--- config.mk ---
export PLATFORM = sky130hd
export DESIGN_NAME = pq_systolic_path
export DESIGN_NICKNAME = d
export VERILOG_FILES = /design/src/rtl/pq_systolic_path.sv
export SDC_FILE = /design/constraint.sdc
export NUM_CORES = 2
export LEC_CHECK = 0
export BUFFER_PORTS_ARGS = -buffer_cell sky130_fd_sc_hd__buf_2
export CORE_ASPECT_RATIO = 0.9
export CORE_UTILIZATION = 40
export CTS_CLUSTER_DIAMETER = 50
export DETAILED_ROUTE_END_ITERATION = 10
export PLACE_DENSITY = 0.62
export SLEW_MARGIN = 20
export SYNTH_ARGS = -nofsm -noshare
export SYNTH_HDL_FRONTEND = slang
export SYNTH_SLANG_ARGS = --single-unit
--- constraint.sdc ---
create_clock -name system1000 -period 6.35 [get_ports system1000]
set_input_delay 0.3175 -clock system1000 [delete_from_list [all_inputs] [get_ports system1000]]
set_output_delay 0.3175 -clock system1000 [all_outputs]
set_load 0.1 [all_outputs]
--- src/rtl/pq_systolic_path.sv ---
// pq_systolic_path: sorted systolic (key, data) priority-queue path.
// Define PQ_MAX_FIRST_EN for max-first (descending) ordering.
module pq_systolic_path #(
    parameter int KEY_W  = 32,
    parameter int DATA_W = 32,
    parameter int DEPTH  = 16
) (
    input  logic                         system1000,
    input  logic                         system1000_rst,
    input  logic                         cmd_valid,
    input  logic [1:0]                   cmd_op,
    input  logic [KEY_W-1:0]             cmd_key,
    input  logic [DATA_W-1:0]            cmd_data,
    output logic                         cmd_ready,
    output logic                         out_valid,
    output logic [KEY_W-1:0]             out_key,
    output logic [DATA_W-1:0]            out_data,
    output logic [$clog2(DEPTH+1)-1:0]   count,
    output logic                         empty,
    output logic                         full,
    input  logic                         err_clr,
    output logic                         ovf,
    output logic                         udf
);

    localparam int CW = $clog2(DEPTH+1);

    logic [KEY_W-1:0]  key_q  [DEPTH];
    logic [DATA_W-1:0] data_q [DEPTH];
    logic [KEY_W-1:0]  nxt_key  [DEPTH];
    logic [DATA_W-1:0] nxt_data [DEPTH];
    logic [CW-1:0]     nxt_cnt;
    logic [DEPTH-1:0]  gt;
    logic              fire, do_ins, do_ext, do_rep;
    logic              out_set, ovf_set, udf_set;
    logic [KEY_W-1:0]  out_k;
    logic [DATA_W-1:0] out_d;
    int                ins_pos, rep_pos;

    assign cmd_ready = ~system1000_rst;
    assign fire      = cmd_valid && cmd_ready;
    assign do_ins    = fire && (cmd_op == 2'b01);
    assign do_ext    = fire && (cmd_op == 2'b10);
    assign do_rep    = fire && (cmd_op == 2'b11);
    assign empty     = (count == '0);
    assign full      = (count == CW'(DEPTH));

    // True when stored key a must sit after a new key b.
    function automatic logic after_key(input logic [KEY_W-1:0] a,
                                       input logic [KEY_W-1:0] b);
`ifdef PQ_MAX_FIRST_EN
        return a < b;
`else
        return a > b;
`endif
    endfunction

    // One parallel comparator per valid cell against the command key.
    always_comb begin
        for (int i = 0; i < DEPTH; i++) begin
            gt[i] = (i < int'(count)) && after_key(key_q[i], cmd_key);
        end
    end

    // Priority select; replace ignores the departing head cell.
    always_comb begin
        ins_pos = int'(count);
        rep_pos = int'(count);
        for (int i = DEPTH - 1; i >= 0; i--) begin
            if (gt[i]) ins_pos = i;
        end
        for (int i = DEPTH - 1; i >= 1; i--) begin
            if (gt[i]) rep_pos = i;
        end
    end

    // Next array contents, occupancy, output and error events.
    always_comb begin
        nxt_key  = key_q;
        nxt_data = data_q;
        nxt_cnt  = count;
        out_set  = 1'b0;
        out_k    = cmd_key;
        out_d    = cmd_data;
        ovf_set  = 1'b0;
        udf_set  = 1'b0;
        unique case (1'b1)
            do_ins: begin
                if (full) begin
                    ovf_set = 1'b1;
                end else begin
                    for (int j = 1; j < DEPTH; j++) begin
                        if (j > ins_pos) begin
                            nxt_key[j]  = key_q[j-1];
                            nxt_data[j] = data_q[j-1];
                        end
                    end
                    for (int j = 0; j < DEPTH; j++) begin
                        if (j == ins_pos) begin
                            nxt_key[j]  = cmd_key;
                            nxt_data[j] = cmd_data;
                        end
                    end
                    nxt_cnt = count + CW'(1);
                end
            end
            do_ext: begin
                if (empty) begin
                    udf_set = 1'b1;
                end else begin
                    out_set = 1'b1;
                    out_k   = key_q[0];
                    out_d   = data_q[0];
                    for (int j = 0; j < DEPTH - 1; j++) begin
                        nxt_key[j]  = key_q[j+1];
                        nxt_data[j] = data_q[j+1];
                    end
                    nxt_cnt = count - CW'(1);
                end
            end
            do_rep: begin
                out_set = 1'b1;
                if (!empty) begin
                    out_k = key_q[0];
                    out_d = data_q[0];
                    for (int j = 0; j < DEPTH - 1; j++) begin
                        if (j < rep_pos - 1) begin
                            nxt_key[j]  = key_q[j+1];
                            nxt_data[j] = data_q[j+1];
                        end
                    end
                    for (int j = 0; j < DEPTH; j++) begin
                        if (j == rep_pos - 1) begin
                            nxt_key[j]  = cmd_key;
                            nxt_data[j] = cmd_data;
                        end
                    end
                end
            end
            default: ;
        endcase
    end

    // Array, occupancy, registered output and sticky flags.
    always_ff @(posedge system1000) begin
        if (system1000_rst) begin
            for (int j = 0; j < DEPTH; j++) begin
                key_q[j]  <= '0;
                data_q[j] <= '0;
            end
            count     <= '0;
            out_valid <= 1'b0;
            out_key   <= '0;
            out_data  <= '0;
            ovf       <= 1'b0;
            udf       <= 1'b0;
        end else begin
            key_q     <= nxt_key;
            data_q    <= nxt_data;
            count     <= nxt_cnt;
            out_valid <= out_set;
            if (out_set) begin
                out_key  <= out_k;
                out_data <= out_d;
            end
            ovf <= ovf_set | (ovf & ~err_clr);
            udf <= udf_set | (udf & ~err_clr);
        end
    end

endmodule

==> out/qor.yml <==
dr_total_vias: 75400
r2r-start: "key_q[284]"
peakVddDrop_v: 0.000298
hold_start: "cmd_key[4]"
clkTransAtPathRegs_ns: 0.06
ff2ff_path_depth: 22
ys_seq_area_share_pct: 29.4
grt_antenna_before_repair: 8
synth_cells: 8949
hpwlAfterDp_mm: 208
ant_nets: 0
clockBufferDepth: 3
area_growth_pct: 15.5
finish.instance_area_um2: 86200
synthFlopType: "dfxtp_1"
yosysWarnings: 0
r2r_slack_ns: 0.20
row_count: 150
wl_met1_mm: 133
ys_types: 107
drv_slew: 0
wl_per_cell_um: 27.3
rsz0062_at_grt: "no"
r2r_end: "data_q[31]"
die_h_um: 412
relSlewSlack_pct: 19.4
numCtsBuffers: 150
critPathSlowestCell: "or4_1"
async_flop_share_pct: 0
ys_ff_latch: 1096
layout_setup_ws_ns: 0.118
min_period_over_period_pct: 98.1
cp_max_fo: 37
nFillCells: 17500
crit_path_end_kind: "flop"
yosysTopAreaCellShare_pct: 29.4
vias_per_cell: 6.62
finalSetupViolCount: 0
clock_latency_ns: 0.84
placed_cell_area_um2: 80400
synth_nets: 9539
postSynthAreaPerCell_um2: 8.34
dr_wl_met3_mm: 31.6
drv_cap: 0
grt_pass1_vias: 70900
min_path_type: "input pin to flop"
hold_violations: 0
grt_pass1_wl_mm: 462
grt.overflow.total: 0
place_ws_ns: -0.260
cp.required_ns: 7.07
crit_arrival_ns: 6.95
synth_edf_count: 0
cts_tree: "yes"
cp-start-kind: "input pin"
grt_max_degree: 219
wl_mm: 310
gp_congestion: 0.979
portBuffers: 144
fin_crit_ns: 6.23
max_freq_mhz: 160
synth_area_um2: 74700
track_usage_pct: 31.6
synth_area_leaders: "dfxtp_1, ha_1, mux2i_1"
pwr_density_cell_nw_per_um2: 229
clock-sinks: 1096
hold_path_end: "key_q[292]"
worstHoldPathCells: 4
die_w_um: 457
tightestPinTransition_ns: 1.21
fin_skew_ns: 0.0367
fp.dieArea_um2: 188000
core-area_um2: 186000
nNetsFinal: 9412
drc_errors: 0
drt_pass1_iterations: 8
yosysTopAreaCell: "dfxtp_1"
drive_gt1_share_pct: 16.5
initial_core_util_pct: 40.2
run_status: "completed"
h-tree-depth: 4
ctsRootBufferMaster: "clkbuf_16"
cp_common_cell: "buf_4"
cts_setup_buffers: 0
wl_met2_mm: 131
dr.first_iter.drc_count: 9120
leakage_uw: 0.0327
path_class: "input pin to flop"
ios: 145
highest-signal-layer: "met5"
critPathMaxStageDelay_ns: 0.60
what timing repair did:
item                                    CTS  global route
hold buffers                             38             0
gates resized for setup                   0            10
hold endpoints to repair                131             0
endpoints found under the setup margin    0           945
per-layer routing:
layer	global-route usage [%]	vias up
met5	0	-
met4	15.0	2
met3	6.59	696
met2	46.9	4172
met1	43.3	36700
li1	-	33800
how the worst max path moves through the flow:
stage                      startpoint          end  cells after the start
final                     cmd_key[31]   data_q[31]                     26
after CTS                 cmd_key[31]  data_q[143]                     27
after global routing      cmd_key[11]    key_q[89]                     28
after floorplan           cmd_key[11]  data_q[421]                     28
after global placement    cmd_key[28]  data_q[309]                     25
after detailed placement  cmd_key[28]  data_q[143]                     25
flip-flops by register name, indices dropped and copies added (netlist names):
name / cells
data_q: 512
key_q: 512
out_data: 32
out_key: 32
count: 5
out_valid: 1
ovf: 1
udf: 1
Yosys cell counts (12+ instances only):
cell type and instances:
buf_4 26, a211oi_1 135, nand3b_1 117, a311oi_2 55
o31ai_1 18, and3_1 50, o221a_2 25, inv_1 114
o21ai_1 85, or3_1 21, mux2_2 340, nor3b_1 81
ha_1 520, o21ai_0 673, a22oi_1 199, clkbuf_1 651
dfxtp_1 1096, nand2b_1 75, nand4_1 108, o21a_1 16
a21oi_1 774, buf_2 178, buf_6 16, a31oi_1 231
a221oi_1 102, a211o_1 12, o2bb2ai_1 117, nand3_1 216
o22ai_1 81, o221ai_1 196, nor4_1 19, nor2_1 613
a2bb2oi_2 59, a21o_1 49, nor3_1 73, o211ai_1 91
nor2b_1 45, mux2i_1 608, a311oi_1 137, buf_1 53
nand2_1 688
stage by stage:
stage	utilization (%)	cells	power, uW	setup TNS (ns)	hold slack, ns
floorplan	-	8949	9460	0	0.443
global route	46.4	11400	20300	0	0.0341
finish	46.5	11400	19700	0	0.0349
CTS	46.4	11400	19700	0	0.000462
global placement	43.3	11100	10500	-105.02	0.454
detailed placement	43.3	11100	10600	-101.55	0.460
cells by family after synthesis:
kind of cell / Yosys count / synth area share (%)
AO/OA/AOI/OAI: 3173 / 28.9
XOR/XNOR: 4 / 0.0469
adder cells (fa/ha/maj): 520 / 8.71
buffers and inverters: 1042 / 5.83
flip-flops: 1096 / 29.4
multiplexers: 952 / 13.3
AND/OR/NAND/NOR: 2162 / 13.8
cells in the final DEF (no fill, tap or decap), types with 108 or more instances in the layout:
cell type,instances
dfxtp_1,1096
a21oi_1,769
nand2_1,683
o21ai_0,672
mux2i_1,608
nor2_1,606
ha_1,520
mux2_2,340
buf_4,312
a31oi_1,230
nand3_1,216
a22oi_1,199
o221ai_1,196
clkbuf_16,151
buf_12,149
buf_2,142
a311oi_1,137
a211oi_1,134
nand3b_1,117
o2bb2ai_1,117
nand4_1,108
worst max-delay path: cells and delay by family:
kind / cells / cell delay, ns
adder cells (fa/ha/maj): 2 / 0.55
AND/OR/NAND/NOR: 6 / 1.83
buffers and inverters: 9 / 2.08
AO/OA/AOI/OAI: 8 / 1.96
multiplexers: 1 / 0.14
area by class of cell:
cell class	count	area, um2	share of cell area, %
diodes	4	10.0	0.0116
clock buffers	196	4220	4.89
clock inverters	77	1090	1.26
inverters	117	450	0.522
multi-input cells	6811	49000	56.8
flip-flops and latches	1096	21900	25.4
well taps	2432	3040	3.53
repair buffers	646	6510	7.55
power by group:
group          internal (uW)  leakage [uW]  total [uW]  switching [uW]
Sequential              7160       0.00889        7470             307
Combinational           1070        0.0212        3100            2030
Clock                   5510       0.00259        9160            3650
No activity file was read; power rests on OpenSTA's default activity.
